**src/rtl/data_break_arbiter_if.sv**
```systemverilog
// ---------------------------------------------------------------------------
// data_break_arbiter_if
// Bundles the CPU state, break request lines and memory-side control outputs
// that pass between the data-break arbiter and the rest of the machine.
//
// Signals:
//   cpu_state  5     current CPU major state code
//   brk_req    NREQ  level request per break requester
//   brk_wr     NREQ  per-requester write flag, sampled when the break is accepted
//   cpu_hold   1     CPU sequencer stays in its current state while high
//   mem_break  1     memory mux select (1 = break requester, 0 = CPU)
//   brk_grant  NREQ  one-hot grant, valid while the break cycle runs
//   mem_we     1     one-clock write strobe for break writes
//   brk_done   NREQ  one-clock completion pulse to the granted requester
//   brk_busy   1     high while the break cycle runs
//
// Modports:
//   slave  - the arbiter itself
//   master - the CPU / requester side that drives the inputs
// ---------------------------------------------------------------------------
interface data_break_arbiter_if #(
  parameter int NREQ = 4
);
  logic [4:0]      cpu_state;
  logic [NREQ-1:0] brk_req;
  logic [NREQ-1:0] brk_wr;
  logic            cpu_hold;
  logic            mem_break;
  logic [NREQ-1:0] brk_grant;
  logic            mem_we;
  logic [NREQ-1:0] brk_done;
  logic            brk_busy;

  modport slave (
    input  cpu_state, brk_req, brk_wr,
    output cpu_hold, mem_break, brk_grant, mem_we, brk_done, brk_busy
  );

  modport master (
    output cpu_state, brk_req, brk_wr,
    input  cpu_hold, mem_break, brk_grant, mem_we, brk_done, brk_busy
  );
endinterface

```
**src/rtl/data_break_arbiter.sv**
```systemverilog
// ---------------------------------------------------------------------------
// data_break_arbiter
// Shares the memory bus between the CPU major-state sequencer and up to NREQ
// data-break requesters. A break is only accepted while the CPU sits at a
// major-cycle boundary (F0, D0, E0, H0); the CPU is then held in that state
// while the break runs its memory timing sequence B0, B1, B2, B3. Breaks can
// chain back-to-back from B3 straight into B0, limited by MAX_BURST so the
// CPU always gets to advance eventually.
//
// Ports:
//   clk    in   system clock
//   reset  in   synchronous, active-high reset
//   bus    slave modport of data_break_arbiter_if (see that file for signals)
//
// Parameters:
//   NREQ         number of break requesters (1..8)
//   ROUND_ROBIN  0 = fixed priority (index 0 highest), 1 = rotating priority
//   MAX_BURST    consecutive breaks before the CPU must advance; 0 = unlimited
//   *_CODE       CPU major-state codes that count as cycle boundaries
// ---------------------------------------------------------------------------
module data_break_arbiter #(
  parameter int         NREQ        = 4,
  parameter int         ROUND_ROBIN = 0,
  parameter int         MAX_BURST   = 3,
  parameter logic [4:0] F0_CODE     = 5'd0,
  parameter logic [4:0] D0_CODE     = 5'd4,
  parameter logic [4:0] E0_CODE     = 5'd8,
  parameter logic [4:0] H0_CODE     = 5'd12
) (
  input logic                 clk,
  input logic                 reset,
  data_break_arbiter_if.slave bus
);

  localparam int IW = (NREQ > 1) ? $clog2(NREQ) : 1;
  localparam int CW = (MAX_BURST > 0) ? $clog2(MAX_BURST + 1) : 1;

  typedef enum logic [2:0] {
    S_IDLE = 3'd0,
    S_B0   = 3'd1,
    S_B1   = 3'd2,
    S_B2   = 3'd3,
    S_B3   = 3'd4
  } state_t;

  state_t          r_state;
  state_t          w_nextState;
  logic [NREQ-1:0] r_grant;
  logic [IW-1:0]   r_winIdx;
  logic            r_wr;
  logic [CW-1:0]   r_burstCnt;
  logic [IW-1:0]   r_rrPtr;
  logic [4:0]      r_prevCpu;

  logic            w_boundary;
  logic            w_exhausted;
  logic            w_start;
  logic            w_latch;
  logic [IW-1:0]   w_ptrAfter;
  logic [IW-1:0]   w_searchBase;
  logic [IW-1:0]   w_winIdx;
  logic [NREQ-1:0] w_winOneHot;
  logic [CW-1:0]   w_cntInc;
  logic            w_limitAfter;
  logic            w_rearm;

  // Scan the request vector starting at 'base' and wrapping around; the first
  // set bit wins. With base fixed at zero this is plain fixed priority.
  function automatic logic [IW-1:0] pickIndex(input logic [NREQ-1:0] req,
                                              input logic [IW-1:0]   base);
    int   idx;
    logic found;
    pickIndex = '0;
    found     = 1'b0;
    for (int i = 0; i < NREQ; i++) begin
      idx = (int'(base) + i) % NREQ;
      if (!found && req[idx]) begin
        found     = 1'b1;
        pickIndex = IW'(idx);
      end
    end
  endfunction

  assign w_boundary  = (bus.cpu_state == F0_CODE) || (bus.cpu_state == D0_CODE) ||
                       (bus.cpu_state == E0_CODE) || (bus.cpu_state == H0_CODE);
  assign w_exhausted = (MAX_BURST != 0) && (r_burstCnt == CW'(MAX_BURST));
  assign w_start     = (|bus.brk_req) && w_boundary && !w_exhausted && !reset;

  // Rotating pointer value after the current winner finishes. During B3 the
  // re-arbitration must already search from this value, because the pointer
  // register only moves on the same edge that re-enters B0.
  assign w_ptrAfter   = (r_winIdx == IW'(NREQ - 1)) ? '0 : r_winIdx + 1'b1;
  assign w_searchBase = (ROUND_ROBIN == 0) ? '0 :
                        (r_state == S_B3) ? w_ptrAfter : r_rrPtr;
  assign w_winIdx     = pickIndex(bus.brk_req, w_searchBase);

  // Burst count as it will be after this B3, saturating at the limit; the
  // chaining decision is made against this post-increment value.
  assign w_cntInc     = (MAX_BURST == 0) ? r_burstCnt :
                        (r_burstCnt == CW'(MAX_BURST)) ? r_burstCnt : r_burstCnt + 1'b1;
  assign w_limitAfter = (MAX_BURST != 0) && (w_cntInc == CW'(MAX_BURST));
  assign w_rearm      = (|bus.brk_req) && !w_limitAfter;

  // Build the one-hot form of the winning index so the grant register can
  // drive brk_grant and brk_done directly.
  always_comb begin
    w_winOneHot           = '0;
    w_winOneHot[w_winIdx] = 1'b1;
  end

  // State register. Reset mid-break drops straight back to idle, so the
  // aborted cycle never reaches its write strobe or completion pulse.
  always_ff @(posedge clk) begin
    if (reset) begin
      r_state <= S_IDLE;
    end else begin
      r_state <= w_nextState;
    end
  end

  // Next-state and output decode. The CPU hold is asserted on the accept clock
  // itself so the sequencer cannot leave the boundary state on the edge where
  // the break is taken. All outputs are forced low while reset is asserted.
  always_comb begin
    w_nextState   = r_state;
    w_latch       = 1'b0;
    bus.cpu_hold  = 1'b0;
    bus.mem_break = 1'b0;
    bus.brk_busy  = 1'b0;
    bus.brk_grant = '0;
    bus.mem_we    = 1'b0;
    bus.brk_done  = '0;
    case (r_state)
      S_IDLE: begin
        bus.cpu_hold = w_start;
        if (w_start) begin
          w_nextState = S_B0;
          w_latch     = 1'b1;
        end
      end
      S_B0, S_B1, S_B2, S_B3: begin
        bus.cpu_hold  = 1'b1;
        bus.mem_break = 1'b1;
        bus.brk_busy  = 1'b1;
        bus.brk_grant = r_grant;
        case (r_state)
          S_B0: w_nextState = S_B1;
          S_B1: w_nextState = S_B2;
          S_B2: begin
            bus.mem_we  = r_wr;
            w_nextState = S_B3;
          end
          default: begin
            bus.brk_done = r_grant;
            if (w_rearm) begin
              w_nextState = S_B0;
              w_latch     = 1'b1;
            end else begin
              w_nextState = S_IDLE;
            end
          end
        endcase
      end
      default: w_nextState = S_IDLE;
    endcase
    if (reset) begin
      bus.cpu_hold  = 1'b0;
      bus.mem_break = 1'b0;
      bus.brk_busy  = 1'b0;
      bus.brk_grant = '0;
      bus.mem_we    = 1'b0;
      bus.brk_done  = '0;
    end
  end

  // Datapath registers: the winner and its write flag are captured once at
  // acceptance, so later request/write changes cannot disturb a running
  // cycle. The burst count only clears while idle and only when the CPU has
  // actually moved to a different state since the previous clock.
  always_ff @(posedge clk) begin
    if (reset) begin
      r_grant    <= '0;
      r_winIdx   <= '0;
      r_wr       <= 1'b0;
      r_burstCnt <= '0;
      r_rrPtr    <= '0;
      r_prevCpu  <= bus.cpu_state;
    end else begin
      r_prevCpu <= bus.cpu_state;
      if (w_latch) begin
        r_grant  <= w_winOneHot;
        r_winIdx <= w_winIdx;
        r_wr     <= bus.brk_wr[w_winIdx];
      end
      if (r_state == S_B3) begin
        r_burstCnt <= w_cntInc;
        r_rrPtr    <= w_ptrAfter;
      end else if ((r_state == S_IDLE) && (bus.cpu_state != r_prevCpu)) begin
        r_burstCnt <= '0;
      end
    end
  end

endmodule

```
**src/flat_wrapper.sv**
```systemverilog
// flat-port wrapper written by rule: the top's interface ports become plain ports
module data_break_arbiter_flat 
#(
  parameter int         NREQ        = 4,
  parameter int         ROUND_ROBIN = 0,
  parameter int         MAX_BURST   = 3,
  parameter logic [4:0] F0_CODE     = 5'd0,
  parameter logic [4:0] D0_CODE     = 5'd4,
  parameter logic [4:0] E0_CODE     = 5'd8,
  parameter logic [4:0] H0_CODE     = 5'd12
)
  (clk, reset, bus_cpu_state, bus_brk_req, bus_brk_wr, bus_cpu_hold, bus_mem_break, bus_brk_grant, bus_mem_we, bus_brk_done, bus_brk_busy);
  data_break_arbiter_if #(.NREQ(NREQ)) bus_i ();
  input logic clk;
  input logic reset;
  input wire logic [$bits(bus_i.cpu_state)-1:0] bus_cpu_state;
  input wire logic [$bits(bus_i.brk_req)-1:0] bus_brk_req;
  input wire logic [$bits(bus_i.brk_wr)-1:0] bus_brk_wr;
  output wire logic [$bits(bus_i.cpu_hold)-1:0] bus_cpu_hold;
  output wire logic [$bits(bus_i.mem_break)-1:0] bus_mem_break;
  output wire logic [$bits(bus_i.brk_grant)-1:0] bus_brk_grant;
  output wire logic [$bits(bus_i.mem_we)-1:0] bus_mem_we;
  output wire logic [$bits(bus_i.brk_done)-1:0] bus_brk_done;
  output wire logic [$bits(bus_i.brk_busy)-1:0] bus_brk_busy;
  assign bus_i.cpu_state = bus_cpu_state;
  assign bus_i.brk_req = bus_brk_req;
  assign bus_i.brk_wr = bus_brk_wr;
  assign bus_cpu_hold = bus_i.cpu_hold;
  assign bus_mem_break = bus_i.mem_break;
  assign bus_brk_grant = bus_i.brk_grant;
  assign bus_mem_we = bus_i.mem_we;
  assign bus_brk_done = bus_i.brk_done;
  assign bus_brk_busy = bus_i.brk_busy;
  data_break_arbiter #(.NREQ(NREQ), .ROUND_ROBIN(ROUND_ROBIN), .MAX_BURST(MAX_BURST), .F0_CODE(F0_CODE), .D0_CODE(D0_CODE), .E0_CODE(E0_CODE), .H0_CODE(H0_CODE)) u_core (.clk(clk), .reset(reset), .bus(bus_i));
endmodule
```
**config.mk**
```make
export PLATFORM = sky130hd
export DESIGN_NAME = data_break_arbiter_flat
export DESIGN_NICKNAME = d
export VERILOG_FILES = /design/src/rtl/data_break_arbiter_if.sv /design/src/rtl/data_break_arbiter.sv /design/src/flat_wrapper.sv
export SDC_FILE = /design/constraint.sdc
export NUM_CORES = 1
export LEC_CHECK = 0
export ABC_AREA = 1
export BUFFER_PORTS_ARGS = -buffer_cell sky130_fd_sc_hd__buf_2
export CAP_MARGIN = 0
export CORE_MARGIN = 2
export CORE_UTILIZATION = 45
export CTS_BUF_LIST = sky130_fd_sc_hd__clkbuf_16
export CTS_CLUSTER_DIAMETER = 200
export CTS_CLUSTER_SIZE = 40
export DETAILED_ROUTE_END_ITERATION = 10
export PLACE_DENSITY_LB_ADDON = 0.2
export SYNTH_ARGS = -nofsm -noshare
export SYNTH_HDL_FRONTEND = slang
export SYNTH_SLANG_ARGS = --single-unit
```
**constraint.sdc**
```tcl
create_clock -name clk -period 2.9 [get_ports clk]
set_input_delay 0.58 -clock clk [delete_from_list [all_inputs] [get_ports clk]]
set_output_delay 0.58 -clock clk [all_outputs]
set_load 0.01 [all_outputs]
```
==> flow_results.xml <==
<?xml version="1.0" encoding="UTF-8"?>
<metrics>
  <group name="run_status">
    <metric name="status" unit="">finished clean</metric>
  </group>
  <group name="clock_tree">
    <metric name="clock_path_buffers" unit="">2</metric>
    <metric name="clock_tree.root_cell" unit="">sky130_fd_sc_hd__clkbuf_16</metric>
    <metric name="cts.hold.buffers_added" unit="">0</metric>
    <metric name="ctsResizeCount" unit="">0</metric>
    <metric name="max_h_tree_level" unit="">1</metric>
    <metric name="post-cts-setup-buffers" unit="">0</metric>
    <metric name="cts_num_sinks" unit="">15</metric>
    <metric name="cts.reportedPaths.clkPinSlew" unit="ps">50</metric>
    <metric name="cts-buffers-inserted" unit="">3</metric>
    <metric name="cts_tree" unit="">built</metric>
    <metric name="clk_latency" unit="ps">240</metric>
  </group>
  <group name="power_and_ir_drop">
    <metric name="post-layout-total-power" unit="mW">0.5889</metric>
    <metric name="static-leakage-power" unit="nW">0.5453</metric>
    <metric name="share_clk_of_total_power" unit="">0.448</metric>
    <metric name="pwr_density_cell" unit="mW/mm²">557.7</metric>
    <metric name="combinational_share_of_power" unit="">0.166</metric>
    <metric name="seqPwrFrac" unit="">0.387</metric>
    <metric name="switchingPower" unit="mW">0.1491</metric>
    <metric name="vdd.ir_drop.worst" unit="V">0.0003426</metric>
    <metric name="switching_share" unit="">0.2532</metric>
    <metric name="power_report.internal_total" unit="mW">0.4398</metric>
  </group>
  <group name="grt">
    <metric name="total_congestion_overflow" unit="">0</metric>
    <metric name="via_count_of_the_first_global_routing_pass" unit="">738</metric>
    <metric name="wire_length_of_the_first_global_routing_pass" unit="µm">2849</metric>
    <metric name="global_route.usage.total" unit="">0.1800</metric>
    <metric name="initial_antenna_violation_count" unit="">0</metric>
    <metric name="grt_max_degree" unit="">11</metric>
  </group>
  <group name="placement">
    <metric name="place_area" unit="µm²">975.9</metric>
    <metric name="placement.io_buffers" unit="">26</metric>
    <metric name="finalWeightedCongestion" unit="">0.8441</metric>
    <metric name="detailed_place_hpwl" unit="µm">1415</metric>
  </group>
  <group name="timing">
    <metric name="timing_worst_slew_pin_value" unit="ps">291.7</metric>
    <metric name="grt_setup_unrepaired" unit="">false</metric>
    <metric name="timing.setup.tns" unit="ps">0</metric>
    <metric name="timing.final.max_slew_violations" unit="">0</metric>
    <metric name="number_of_hold_slack_violations_in_the_final_timing_report" unit="">0</metric>
    <metric name="fin_worst_skew" unit="ps">0.8661</metric>
    <metric name="timing.slew.headroom" unit="">0.8041</metric>
    <metric name="final_report_setup_violation_count" unit="">0</metric>
    <metric name="finalWorstPathRequiredPeriod" unit="ps">2103</metric>
    <metric name="maxClockFrequency" unit="GHz">0.4755</metric>
    <metric name="post-route-period-util" unit="">0.7252</metric>
  </group>
  <group name="cells_and_area">
    <metric name="most-common-layout-cells" unit="">sky130_fd_sc_hd__nand2_1 (26), sky130_fd_sc_hd__buf_2 (26), sky130_fd_sc_hd__inv_1 (21), sky130_fd_sc_hd__nor2_1 (19), sky130_fd_sc_hd__dfxtp_1 (15)</metric>
    <metric name="diodes" unit="">0</metric>
    <metric name="final_layout_size_suffix_gt1_frac" unit="">0.2745</metric>
    <metric name="final-seq-area" unit="µm²">300.3</metric>
    <metric name="finish.net_count" unit="">169</metric>
    <metric name="final_cell_area" unit="mm²">0.001056</metric>
    <metric name="multiInputGateArea" unit="µm²">427.9</metric>
    <metric name="layout-area-overhead-vs-synth" unit="%">26.73</metric>
    <metric name="fillCellCount" unit="">185</metric>
  </group>
  <group name="flow_run">
    <metric name="cap_viol_max_count" unit="">0</metric>
  </group>
  <group name="hold_path">
    <metric name="hp-class" unit="">in2reg</metric>
  </group>
  <group name="floorplanning">
    <metric name="die_width" unit="µm">47.03</metric>
    <metric name="dieArea" unit="mm²">0.002212</metric>
    <metric name="floorplan.initialDensity" unit="">0.4826</metric>
    <metric name="boundaryPins" unit="">27</metric>
    <metric name="core_area" unit="mm²">0.001727</metric>
    <metric name="dieHeight" unit="µm">47.03</metric>
    <metric name="fp-row-count" unit="">15</metric>
  </group>
  <group name="synthesis">
    <metric name="synth_seq_cells" unit="">15</metric>
    <metric name="cell_count_after_synthesis" unit="">125</metric>
    <metric name="synth_warnings" unit="">0</metric>
    <metric name="synth_top_cells_by_area" unit="">sky130_fd_sc_hd__dfxtp_1 (36%), sky130_fd_sc_hd__nand2_1 (12%), sky130_fd_sc_hd__inv_1 (9.5%)</metric>
    <metric name="yosys.area.top_type" unit="">sky130_fd_sc_hd__dfxtp_1</metric>
    <metric name="synth.top_cell.area_share" unit="">0.3604</metric>
    <metric name="yosysUniqueCellTypes" unit="">20</metric>
    <metric name="syn-cell-area" unit="µm²">833.3</metric>
    <metric name="net_count_after_synthesis" unit="">140</metric>
    <metric name="synth.yosys.seq_area_share" unit="">0.3604</metric>
    <metric name="avgSynthCellArea" unit="µm²">6.666</metric>
  </group>
  <group name="critical_path">
    <metric name="setup.worst_path.class" unit="">reg2out</metric>
    <metric name="cp_data_arrival_time" unit="ps">1520</metric>
    <metric name="required" unit="ps">2320</metric>
    <metric name="critPathCaptureType" unit="">primary output</metric>
    <metric name="reg2reg_setup_slack" unit="ps">1630</metric>
    <metric name="crit_fanout" unit="">5</metric>
    <metric name="worst_setup_start_kind" unit="">flop</metric>
  </group>
  <group name="drt">
    <metric name="drcViolationCount" unit="">0</metric>
    <metric name="first_iter_violations" unit="">12</metric>
    <metric name="routed_via_density" unit="">4.663</metric>
    <metric name="firstDrtPassIters" unit="">4</metric>
    <metric name="detail-route-antenna-nets" unit="">0</metric>
    <metric name="routedWlPerCell" unit="µm">9.736</metric>
    <metric name="detailroute.via_count" unit="">830</metric>
    <metric name="totalWireLength" unit="µm">1733</metric>
  </group>
</metrics>
[sequential cells by signal, summed over array words and instances, names as in the netlist]
register and count:
u_core.r_prevCpu 5, u_core.r_grant 4, u_core.r_state 3, u_core.r_burstCnt 2, u_core.r_wr 1
[per-layer routing]
layer / part of all wire / routed length (µm) / global-route usage
met5: 0 / 0 / 0
met4: 0.012 / 20 / 0.07778
met3: 0.044 / 76 / 0.05000
met2: 0.48 / 834 / 0.2959
met1: 0.46 / 802 / 0.2201
[final timing paths]
| check | to | cells past startpoint | start |
|---|---|---|---|
| max | bus_brk_grant[2] | 8 | u_core.r_state[0] |
| min | u_core.r_prevCpu[2] | 1 | bus_cpu_state[2] |
| max reg2reg | u_core.r_wr | 8 | u_core.r_state[0] |
| min reg2reg | u_core.r_grant[3] | 2 | u_core.r_grant[3] |
[critical path: stages (launching register included)]
cell and delay, ps:
sky130_fd_sc_hd__dfxtp_1 340, sky130_fd_sc_hd__nor2_4 180, sky130_fd_sc_hd__nand2_1 140, sky130_fd_sc_hd__nor2_1 160
sky130_fd_sc_hd__inv_1 80, sky130_fd_sc_hd__nand2_1 100, sky130_fd_sc_hd__inv_2 70, sky130_fd_sc_hd__nor2_1 90
sky130_fd_sc_hd__buf_2 130
[cell type report]
class                           instances  share of cell area
Clock buffer                            3             0.07109
Clock inverter                          1            0.004739
Inverter                               23             0.08175
Multi-Input combinational cell         85              0.4052
Sequential cell                        15              0.2844
Tap cell                               25             0.02962
Timing Repair Buffer                   26              0.1232
[power groups by stage]
stage,Combinational [mW],Sequential [mW],Clock (mW)
finish,0.0975,0.228,0.264
global route,0.111,0.229,0.284
CTS,0.0984,0.228,0.268
detailed placement,0.0981,0.232,0
global placement,0.0963,0.231,0
floorplan,0.0730,0.230,0
[per-stage QoR]
stage | setup WS, ps | util | hold slack [ps] | cells
4_1_cts | 802.3 | 0.6116 | 456.6 | 178
2_1_floorplan | 1002 | - | 453.6 | 125
3_3_place_gp | 924.6 | 0.5652 | 470.9 | 174
3_5_place_dp | 870.7 | 0.5652 | 481.4 | 174
5_1_grt | 656.5 | 0.6116 | 452.9 | 178
6_report | 796.9 | 0.6116 | 455.3 | 178
[cell families after synthesis]
group                  after synthesis  share of synthesized area
AOI/OAI and AO/OA                   18                     0.1186
and+or+nand+nor                     67                     0.3949
DFF                                 15                     0.3604
buffers and inverters               25                     0.1261
[cells in the mapped netlist]
library cell,n
sky130_fd_sc_hd__nand3_1,7
sky130_fd_sc_hd__nor2_4,3
sky130_fd_sc_hd__dfxtp_1,15
sky130_fd_sc_hd__nand3_4,1
sky130_fd_sc_hd__nand2_2,2
sky130_fd_sc_hd__nand2_1,26
sky130_fd_sc_hd__inv_1,21
sky130_fd_sc_hd__o21ai_0,10
sky130_fd_sc_hd__nor2_2,2
sky130_fd_sc_hd__nor3_1,5
sky130_fd_sc_hd__inv_2,2
sky130_fd_sc_hd__nand4_2,1
sky130_fd_sc_hd__o22ai_1,1
sky130_fd_sc_hd__a21boi_0,2
sky130_fd_sc_hd__nand2_4,1
sky130_fd_sc_hd__a21oi_1,4
sky130_fd_sc_hd__buf_4,1
sky130_fd_sc_hd__buf_6,1
sky130_fd_sc_hd__a22oi_1,1
sky130_fd_sc_hd__nor2_1,19
(Power assumes the default switching activity.)
